### src/rtl/overlapping_template_stimulus.sv
// Stimulus source for the overlapping-template test: N blocks of M bits, each opening
// with exactly k runs of the all-ones template and filled out with LFSR bits.
module overlapping_template_stimulus #(
    parameter int M = 1032,
    parameter int N = 1000,
    parameter int m = 9
) (
    input  logic        clk,
    input  logic        rst,
    input  logic        i_start,
    input  logic        i_mode,
    input  logic [2:0]  i_k_cfg,
    input  logic [15:0] i_seed,
    input  logic        i_ready,
    output logic        o_rand,
    output logic        o_valid,
    output logic        o_block_start,
    output logic        o_block_end,
    output logic        o_busy,
    output logic        o_done
);
    localparam int BW = (M > 1) ? $clog2(M) : 1;
    localparam int KW = (N > 1) ? $clog2(N) : 1;
    localparam logic [3:0]    RUN_MAX  = 4'(m - 1);
    localparam logic [BW-1:0] LAST_BIT = BW'(M - 1);
    localparam logic [KW-1:0] LAST_BLK = KW'(N - 1);

    typedef enum logic [1:0] {
        S_IDLE = 2'd0,
        S_RUN  = 2'd1,
        S_DONE = 2'd2
    } state_t;

    state_t        r_state;
    state_t        w_state_n;
    logic [BW-1:0] r_bit_idx;
    logic [KW-1:0] r_blk_idx;
    logic [2:0]    r_kmod;
    logic [2:0]    r_kcfg;
    logic          r_mode;
    logic [3:0]    r_ones;
    logic [3:0]    r_mod10;
    logic [15:0]   r_lfsr;
    logic          r_rand;
    logic          r_valid;
    logic          r_bstart;
    logic          r_bend;
    logic          r_busy;
    logic          r_done;

    logic          w_load;
    logic          w_accept;
    logic          w_last_bit;
    logic          w_last_blk;
    logic          w_in_rand;
    logic [2:0]    w_k;
    logic [2:0]    w_k_n;
    logic [15:0]   w_seed;
    logic [BW-1:0] w_adv_idx;
    logic [KW-1:0] w_adv_blk;
    logic [2:0]    w_adv_kmod;
    logic [3:0]    w_adv_ones;
    logic [3:0]    w_adv_mod10;
    logic [15:0]   w_adv_lfsr;
    logic          w_rand_n;
    logic          w_valid_n;
    logic          w_bstart_n;
    logic          w_bend_n;

    // x^16+x^14+x^13+x^11+1, shifting right with the feedback entering bit 15
    function automatic logic [15:0] lfsr_step(input logic [15:0] s);
        lfsr_step = {s[0] ^ s[2] ^ s[3] ^ s[5], s[15:1]};
    endfunction

    function automatic logic in_pattern(input logic [BW-1:0] idx, input logic [2:0] k);
        in_pattern = (32'(idx) < (32'(k) * 32'd10));
    endfunction

    // Value of the bit at idx; the ones-run cap keeps random runs one short of the template
    function automatic logic bit_value(input logic [BW-1:0] idx, input logic [2:0] k,
                                       input logic [3:0] mod10, input logic [3:0] ones,
                                       input logic [15:0] lfsr);
        if (idx == LAST_BIT) begin
            bit_value = 1'b0;
        end else if (in_pattern(idx, k)) begin
            bit_value = (mod10 != 4'd9);
        end else if (ones == RUN_MAX) begin
            bit_value = 1'b0;
        end else begin
            bit_value = lfsr[0];
        end
    endfunction

    assign w_load     = (r_state == S_IDLE) && i_start;
    assign w_accept   = (r_state == S_RUN) && r_valid && i_ready;
    assign w_last_bit = (r_bit_idx == LAST_BIT);
    assign w_last_blk = (r_blk_idx == LAST_BLK);
    assign w_k        = r_mode ? r_kmod : r_kcfg;
    assign w_k_n      = r_mode ? w_adv_kmod : r_kcfg;
    assign w_in_rand  = !w_last_bit && !in_pattern(r_bit_idx, w_k);
    assign w_seed     = (i_seed == 16'h0000) ? 16'h0001 : i_seed;

    // Counter values for the bit that follows the one currently presented
    always_comb begin
        if (w_last_bit) begin
            w_adv_idx   = BW'(0);
            w_adv_blk   = r_blk_idx + KW'(1);
            w_adv_kmod  = (r_kmod == 3'd5) ? 3'd0 : r_kmod + 3'd1;
            w_adv_ones  = 4'd0;
            w_adv_mod10 = 4'd0;
        end else begin
            w_adv_idx   = r_bit_idx + BW'(1);
            w_adv_blk   = r_blk_idx;
            w_adv_kmod  = r_kmod;
            w_adv_ones  = r_rand ? r_ones + 4'd1 : 4'd0;
            w_adv_mod10 = (r_mod10 == 4'd9) ? 4'd0 : r_mod10 + 4'd1;
        end
        w_adv_lfsr = w_in_rand ? lfsr_step(r_lfsr) : r_lfsr;
    end

    // State register
    always_ff @(posedge clk) begin
        if (rst) begin
            r_state <= S_IDLE;
        end else begin
            r_state <= w_state_n;
        end
    end

    // Next-state logic
    always_comb begin
        case (r_state)
            S_IDLE:  w_state_n = i_start ? S_RUN : S_IDLE;
            S_RUN:   w_state_n = (w_accept && w_last_bit && w_last_blk) ? S_DONE : S_RUN;
            S_DONE:  w_state_n = S_IDLE;
            default: w_state_n = S_IDLE;
        endcase
    end

    // Output logic, evaluated for the state being entered so the outputs can be registered
    always_comb begin
        w_valid_n  = 1'b0;
        w_rand_n   = 1'b0;
        w_bstart_n = 1'b0;
        w_bend_n   = 1'b0;
        if (w_state_n == S_RUN) begin
            if (w_load) begin
                w_valid_n  = 1'b1;
                w_rand_n   = bit_value(BW'(0), i_mode ? 3'd0 : i_k_cfg, 4'd0, 4'd0, w_seed);
                w_bstart_n = 1'b1;
                w_bend_n   = (LAST_BIT == BW'(0));
            end else if (w_accept) begin
                w_valid_n  = 1'b1;
                w_rand_n   = bit_value(w_adv_idx, w_k_n, w_adv_mod10, w_adv_ones, w_adv_lfsr);
                w_bstart_n = (w_adv_idx == BW'(0));
                w_bend_n   = (w_adv_idx == LAST_BIT);
            end else begin
                w_valid_n  = r_valid;
                w_rand_n   = r_rand;
                w_bstart_n = r_bstart;
                w_bend_n   = r_bend;
            end
        end else begin
            w_valid_n = 1'b0;
        end
    end

    // Run context: latched on start, stepped on each accepted bit
    always_ff @(posedge clk) begin
        if (rst) begin
            r_bit_idx <= BW'(0);
            r_blk_idx <= KW'(0);
            r_kmod    <= 3'd0;
            r_kcfg    <= 3'd0;
            r_mode    <= 1'b0;
            r_ones    <= 4'd0;
            r_mod10   <= 4'd0;
            r_lfsr    <= 16'h0000;
        end else if (w_load) begin
            r_bit_idx <= BW'(0);
            r_blk_idx <= KW'(0);
            r_kmod    <= 3'd0;
            r_kcfg    <= i_k_cfg;
            r_mode    <= i_mode;
            r_ones    <= 4'd0;
            r_mod10   <= 4'd0;
            r_lfsr    <= w_seed;
        end else if (w_accept) begin
            r_bit_idx <= w_adv_idx;
            r_blk_idx <= w_adv_blk;
            r_kmod    <= w_adv_kmod;
            r_ones    <= w_adv_ones;
            r_mod10   <= w_adv_mod10;
            r_lfsr    <= w_adv_lfsr;
        end
    end

    // Output registers
    always_ff @(posedge clk) begin
        if (rst) begin
            r_rand   <= 1'b0;
            r_valid  <= 1'b0;
            r_bstart <= 1'b0;
            r_bend   <= 1'b0;
            r_busy   <= 1'b0;
            r_done   <= 1'b0;
        end else begin
            r_rand   <= w_rand_n;
            r_valid  <= w_valid_n;
            r_bstart <= w_bstart_n;
            r_bend   <= w_bend_n;
            r_busy   <= (w_state_n == S_RUN);
            r_done   <= (w_state_n == S_DONE);
        end
    end

    assign o_rand        = r_rand;
    assign o_valid       = r_valid;
    assign o_block_start = r_bstart;
    assign o_block_end   = r_bend;
    assign o_busy        = r_busy;
    assign o_done        = r_done;

endmodule

### config.mk
export PLATFORM = sky130hd
export DESIGN_NAME = overlapping_template_stimulus
export DESIGN_NICKNAME = d
export VERILOG_FILES = /design/src/rtl/overlapping_template_stimulus.sv
export SDC_FILE = /design/constraint.sdc
export NUM_CORES = 1
export LEC_CHECK = 0
export CORE_ASPECT_RATIO = 0.8
export CORE_UTILIZATION = 35
export CTS_CLUSTER_DIAMETER = 30
export DETAILED_ROUTE_END_ITERATION = 10
export GPL_ROUTABILITY_DRIVEN = 1
export PLACE_DENSITY = 0.52
export SLEW_MARGIN = 15
export SYNTH_ARGS = -nofsm -noshare
export SYNTH_HDL_FRONTEND = slang
export SYNTH_SLANG_ARGS = --single-unit
### constraint.sdc
create_clock -name clk -period 5.7 [get_ports clk]
set_input_delay 1.425 -clock clk [delete_from_list [all_inputs] [get_ports clk]]
set_output_delay 1.425 -clock clk [all_outputs]
set_load 0.005 [all_outputs]
# Yosys cells after proc, flatten, opt, wreduce, memory -nomap -nowiden
# Cells that the tools add are included.
[word_totals] register_bits=60 output_inout_bits=6 word_cells=86
[op_classes] addsub=5 bitwise_logic=4 magnitude_cmp=3 n_mux=27 reduce_logical=18 n_eq_ne=10 multipliers=3
[op_table] operator="two-way mux 16 bit" count=4
[op_table] operator="equality test 11 bit, second input constant" count=2
[op_table] operator="< comparator 11 x 7 -> 1 bit" count=2
[op_table] operator="multiplier 3 x 3 -> 6 bit, second input constant" count=3
[op_table] operator="zero test 16 bit" count=1
[op_table] operator="two-way mux 4 bit" count=4
[op_table] operator="two-way mux 3 bit" count=5
[op_table] operator="adder 11 x 1 -> 11 bit, second input constant" count=1
[op_table] operator="zero test 11 bit" count=1
[op_table] operator="two-way mux 1 bit" count=11
[op_table] operator="two-way mux 11 bit" count=1
[op_table] operator="adder 10 x 1 -> 10 bit, second input constant" count=1
[op_table] operator="equality test 10 bit, second input constant" count=1
[op_table] operator="adder 4 x 1 -> 4 bit, second input constant" count=2
[op_table] operator="equality test 4 bit, second input constant" count=2
[op_table] operator="< comparator 1 x 7 -> 1 bit, first input constant" count=1
[op_table] operator="logical AND 1 bit" count=6
[op_table] operator="equality test 2 x 1 -> 1 bit, second input constant" count=2
[op_table] operator="!= test 4 bit, second input constant" count=1
[op_table] operator="case mux 2 bit (2 select lines)" count=1
[op_table] operator="AND reduction 2 bit" count=2
[op_table] operator="nonzero test 2 bit" count=2
[op_table] operator="OR reduction 2 bit" count=2
[op_table] operator="adder 3 x 1 -> 3 bit, second input constant" count=1
[op_table] operator="8 further kinds" count=11

# Longest topological paths before layout
[logic_depth] depth_word=11 depth_mapped=16 depth_no_buf=16

# Worst setup path after synthesis
# No wires, ideal clock.
[synth_path] path_type="reg2reg" from="register r_bit_idx[3]" to="register r_rand (netlist: o_rand)" arrival_time_ns=3.395 synth_period_minus_slack_ns=3.511 stages_incl_launch_ff=15 required_ns=5.583 setup_slack_ns=2.189 cell_sequence="dfxtp_1 buf_6 or4b_4 or4_4 o221a_2 ha_1 ha_1 ha_1 inv_1 ha_1 a21o_1 a21oi_1 nand4_1 o311a_1 a22o_1"
[synth_between] elab_chain_len=9
[synth_lines] element="from (decl)" line_no="36" text="logic [BW-1:0] r_bit_idx;"
[synth_lines] element="from (signal assigned)" line_no="189" text="r_bit_idx <= w_adv_idx;"
[synth_lines] element="equality test 11 bit or < comparator 11 x 7 -> 1 bit (tied branches)" line_no="96, 76"
[synth_lines] element="two-way mux 3 bit or zero test 1 bit (tied branches)" line_no="105, 100"
[synth_lines] element="two-way mux 3 bit or logical AND 1 bit (tied branches)" line_no="99, 100"
[synth_lines] element="multiplier 3 x 3 -> 6 bit or two-way mux 16 bit (tied branches)" line_no="76, 118"
[synth_lines] element="< comparator 11 x 7 -> 1 bit or two-way mux 1 bit (tied branches)" line_no="76, 87"
[synth_lines] element="two-way mux 1 bit" line_no="85" text="end else if (in_pattern(idx, k)) begin"
[synth_lines] element="two-way mux 1 bit" line_no="83" text="if (idx == LAST_BIT) begin"
[synth_lines] element="two-way mux 1 bit" line_no="152" text="end else if (w_accept) begin"
[synth_lines] element="two-way mux 1 bit" line_no="147" text="if (w_load) begin"
[synth_lines] element="to (signal assigned)" line_no="208" text="r_rand <= w_rand_n;"
[synth_lines] element="to (decl)" line_no="44" text="logic r_rand;"
# Parallel ways exist; a longest one is shown, timed or not. The select of a mux whose other input is x is not followed.
# A chain may end at the register's enable or synchronous reset.

# Final worst setup path
[layout_path] from="register r_bit_idx[1]" to="register r_rand (netlist: o_rand)"
# The elaborated chain is that of the path after synthesis.

==> reports/results.ini <==
[cells_and_area]
areaGrowthSynthToFinish_pct=19.5
fillers=1012
antenna-diode-count=0
final_common_cell=dfxtp_1
nNetsFinal=506
drive_gt1_frac=0.0713
final_cell_mix=dfxtp_1 (60), nand2_1 (55), nor2_1 (51), a21oi_1 (33), clkdlybuf4s50_1 (29)
ff_latch_area_sq_mm=0.00120
multi_input_area_sq_mm=0.00215

[clock_network]
cts_resized=0
root_buffer=clkbuf_16
cts_buffers=9
postCtsSetupBuffers=0
cts_hold_buffers=0
clk-insertion-delay-late_ps=330
cts_tree=built
cts-htree-levels=3
clock_path_buffers=2
clkTransAtPathRegs_ps=60
clock_sinks=60

[routing]
drt_iter0_drc=220
wirelength_um=8720
drc=0
dr.pass1.iters=4
viasPerCell=5.19
post_drt_wl_per_cell_um=14.6
vias=3111
antenna_left=0

[die]
initial_core_util=0.362
row_count=32
core-area_sq_mm=0.00969
die_y_um=91.6
ios=30
dieArea_sq_mm=0.0104
die_x_um=114

[setup_path]
crit_required_ps=5920
cp_max_fo=7
arrival_ps=4120
worst_path_most_repeated_cell=ha_1
path_delay_family=adder cells
crit_buf_inv=1
path_class=reg -> reg
ff2ff_path_depth=16
cp-start-kind=flip-flop
crit_path_max_incr_delay_ps=440
reg2reg_slack_ps=1800
slowest_stage=dfxtp_1
end_kind=flip-flop
rr_endpoint=o_rand$_SDFFE_PP0P_
path_cells=ha_1, and4bb_2, and3_1, nand2_1, mux2i_1, a21oi_1, ha_1, ha_1, ha_1, inv_1, ha_1, a21o_1, a21oi_1, nand4_1, o311a_1, a22o_1
reg2reg_from=r_bit_idx[1]$_SDFFE_PP0P_

[placement]
io_buffers=29
dpl.hpwl_um=6280
gp_congestion=0.838

[grt]
grt_max_degree=33
gr-total-overflow=0
groute.usage.overall=0.180
antenna_found_initial=0
grt_pass1_vias=2879
grt_pass1_wl_um=14600

[synthesis]
synth_simple_gate_area_frac=0.295
synth_top_area_share=0.342
ys_seq_elements=60
avgSynthCellArea_sq_um=8.03
synth-seq-area-share=0.342
synthFlopType=dfxtp_1
synth_mux_area_frac=0.0182
async_flop_share=0
synth_compound_area_frac=0.151
synth_edf_count=0
netlist_area_sq_mm=0.00351
synth.distinct_cells=57
syn_nets=485
synthAdderAreaFrac=0.0855
ys_warn_count=0
syn_inst=437
synth_xor_area_frac=0.0624
yosysTopAreaCell=dfxtp_1
synthTopCellsByArea=dfxtp_1 (34%), ha_1 (8.6%), nand2_1 (5.9%), nor2_1 (5.5%), a21oi_1 (4.7%)
synth_top_family_by_area=simple AND/OR/NAND/NOR gates

[min_path]
hp-start=r_lfsr[15]$_SDFFE_PP0P_
hold_path_class=reg -> reg
holdPathEnd=r_lfsr[15]$_SDFFE_PP0P_
hold_depth=2

[sta]
drv_slew=0
hold_viol_final=0
fin_setup_tns_ps=0
finalCritPeriodShare=0.684
rsz0062_at_grt=no
relSlewSlack=0.456
fmax_ghz=0.256
fin_crit_ps=3900
finClkSkew_ps=4.79
finalSetupViolations=0
hold_slack_ps=472
tightest_slew_ps=816

[power]
ir_drop_mv=0.172
p_per_area_mw_per_mm2=259
p_leak_nw=1.56

[job]
maxCapViolations=0

[outcome]
status=complete, no violations

registers in the layout, indices dropped and copies added, names as in the netlist:
signal         flops
r_lfsr            16
r_bit_idx         11
r_blk_idx         10
r_mod10            4
r_ones             4
r_kcfg             3
r_kmod             3
r_state            2
o_block_end        1
o_block_start      1
o_busy             1
o_done             1
o_rand             1
o_valid            1
r_mode             1
worst register-to-register path, stage by stage, from the launching register on:
cell and delay, ps:
dfxtp_1 440, ha_1 340, and4bb_2 270, and3_1 300, nand2_1 150, mux2i_1 160, a21oi_1 100, ha_1 230
ha_1 170, ha_1 260, inv_1 40, ha_1 280, a21o_1 160, a21oi_1 240, nand4_1 120, o311a_1 320
a22o_1 190
final cells by class:
cell class,instances,share of cell area
Sequential cell,60,0.286
Timing Repair Buffer,34,0.0781
Multi-Input combinational cell,341,0.513
Inverter,12,0.0107
Clock inverter,7,0.0182
Clock buffer,9,0.0537
Tap cell,136,0.0405
where the power goes:
| part | switching [mW] | internal (mW) |
|---|---|---|
| sequential | 0.0110 | 0.432 |
| combinational | 0.0505 | 0.0485 |
| clock | 0.204 | 0.340 |
worst max path at each step:
stage                              start                 endpoint  slack, ps  cells past startpoint
2_1_floorplan  r_bit_idx[3]$_SDFFE_PP0P_      o_rand$_SDFFE_PP0P_       2190                     14
3_3_place_gp                     i_ready  r_lfsr[12]$_SDFFE_PP0P_       1670                      7
3_5_place_dp                     i_ready  r_lfsr[12]$_SDFFE_PP0P_       1720                      7
4_1_cts        r_bit_idx[1]$_SDFFE_PP0P_      o_rand$_SDFFE_PP0P_       1830                     16
5_1_grt        r_bit_idx[1]$_SDFFE_PP0P_      o_rand$_SDFFE_PP0P_       1500                     16
6_report       r_bit_idx[1]$_SDFFE_PP0P_      o_rand$_SDFFE_PP0P_       1800                     16
synthesized netlist by cell type (4+ instances only):
| cell type | instances |
|---|---|
| xnor2_1 | 8 |
| nor3b_1 | 4 |
| nor3_1 | 14 |
| a21o_1 | 4 |
| a22oi_1 | 6 |
| nor2b_1 | 6 |
| nor4_1 | 9 |
| o21ai_0 | 9 |
| a311oi_1 | 9 |
| nand4_1 | 8 |
| inv_1 | 12 |
| o211ai_1 | 5 |
| xor2_1 | 17 |
| clkbuf_1 | 15 |
| dfxtp_1 | 60 |
| nand3_1 | 24 |
| nand2_1 | 55 |
| nor2_1 | 51 |
| a21oi_1 | 33 |
| ha_1 | 24 |
| or3_1 | 6 |
metal layers:
layer / wire, um / share of wire / track usage
met1: 4640 / 0.53 / 0.276
met2: 3580 / 0.41 / 0.237
met3: 387 / 0.044 / 0.0421
met4: 113 / 0.013 / 0.0628
met5: 0 / 0 / 0
logic make-up after synthesis:
kind of cell	count (synthesis)
and+or+nand+nor	205
AOI/OAI and AO/OA	81
DFF	60
buffers and inverters	36
xor gates and xnor gates	25
adders and majority gates	24
muxes	6
stage by stage:
| step | setup slack [ps] | cells | instance area (sq um) | utilization | power [mW] |
|---|---|---|---|---|---|
| after CTS | 1830 | 599 | 4190 | 0.433 | 1.10 |
| after global placement | 1670 | 583 | 3890 | 0.402 | 0.551 |
| after detailed placement | 1720 | 583 | 3890 | 0.402 | 0.552 |
| final | 1800 | 599 | 4200 | 0.433 | 1.09 |
| after floorplan | 2190 | 437 | 3510 | - | 0.509 |
| after global routing | 1500 | 599 | 4200 | 0.433 | 1.13 |
Note: power is estimated with default switching activity, not from simulation.
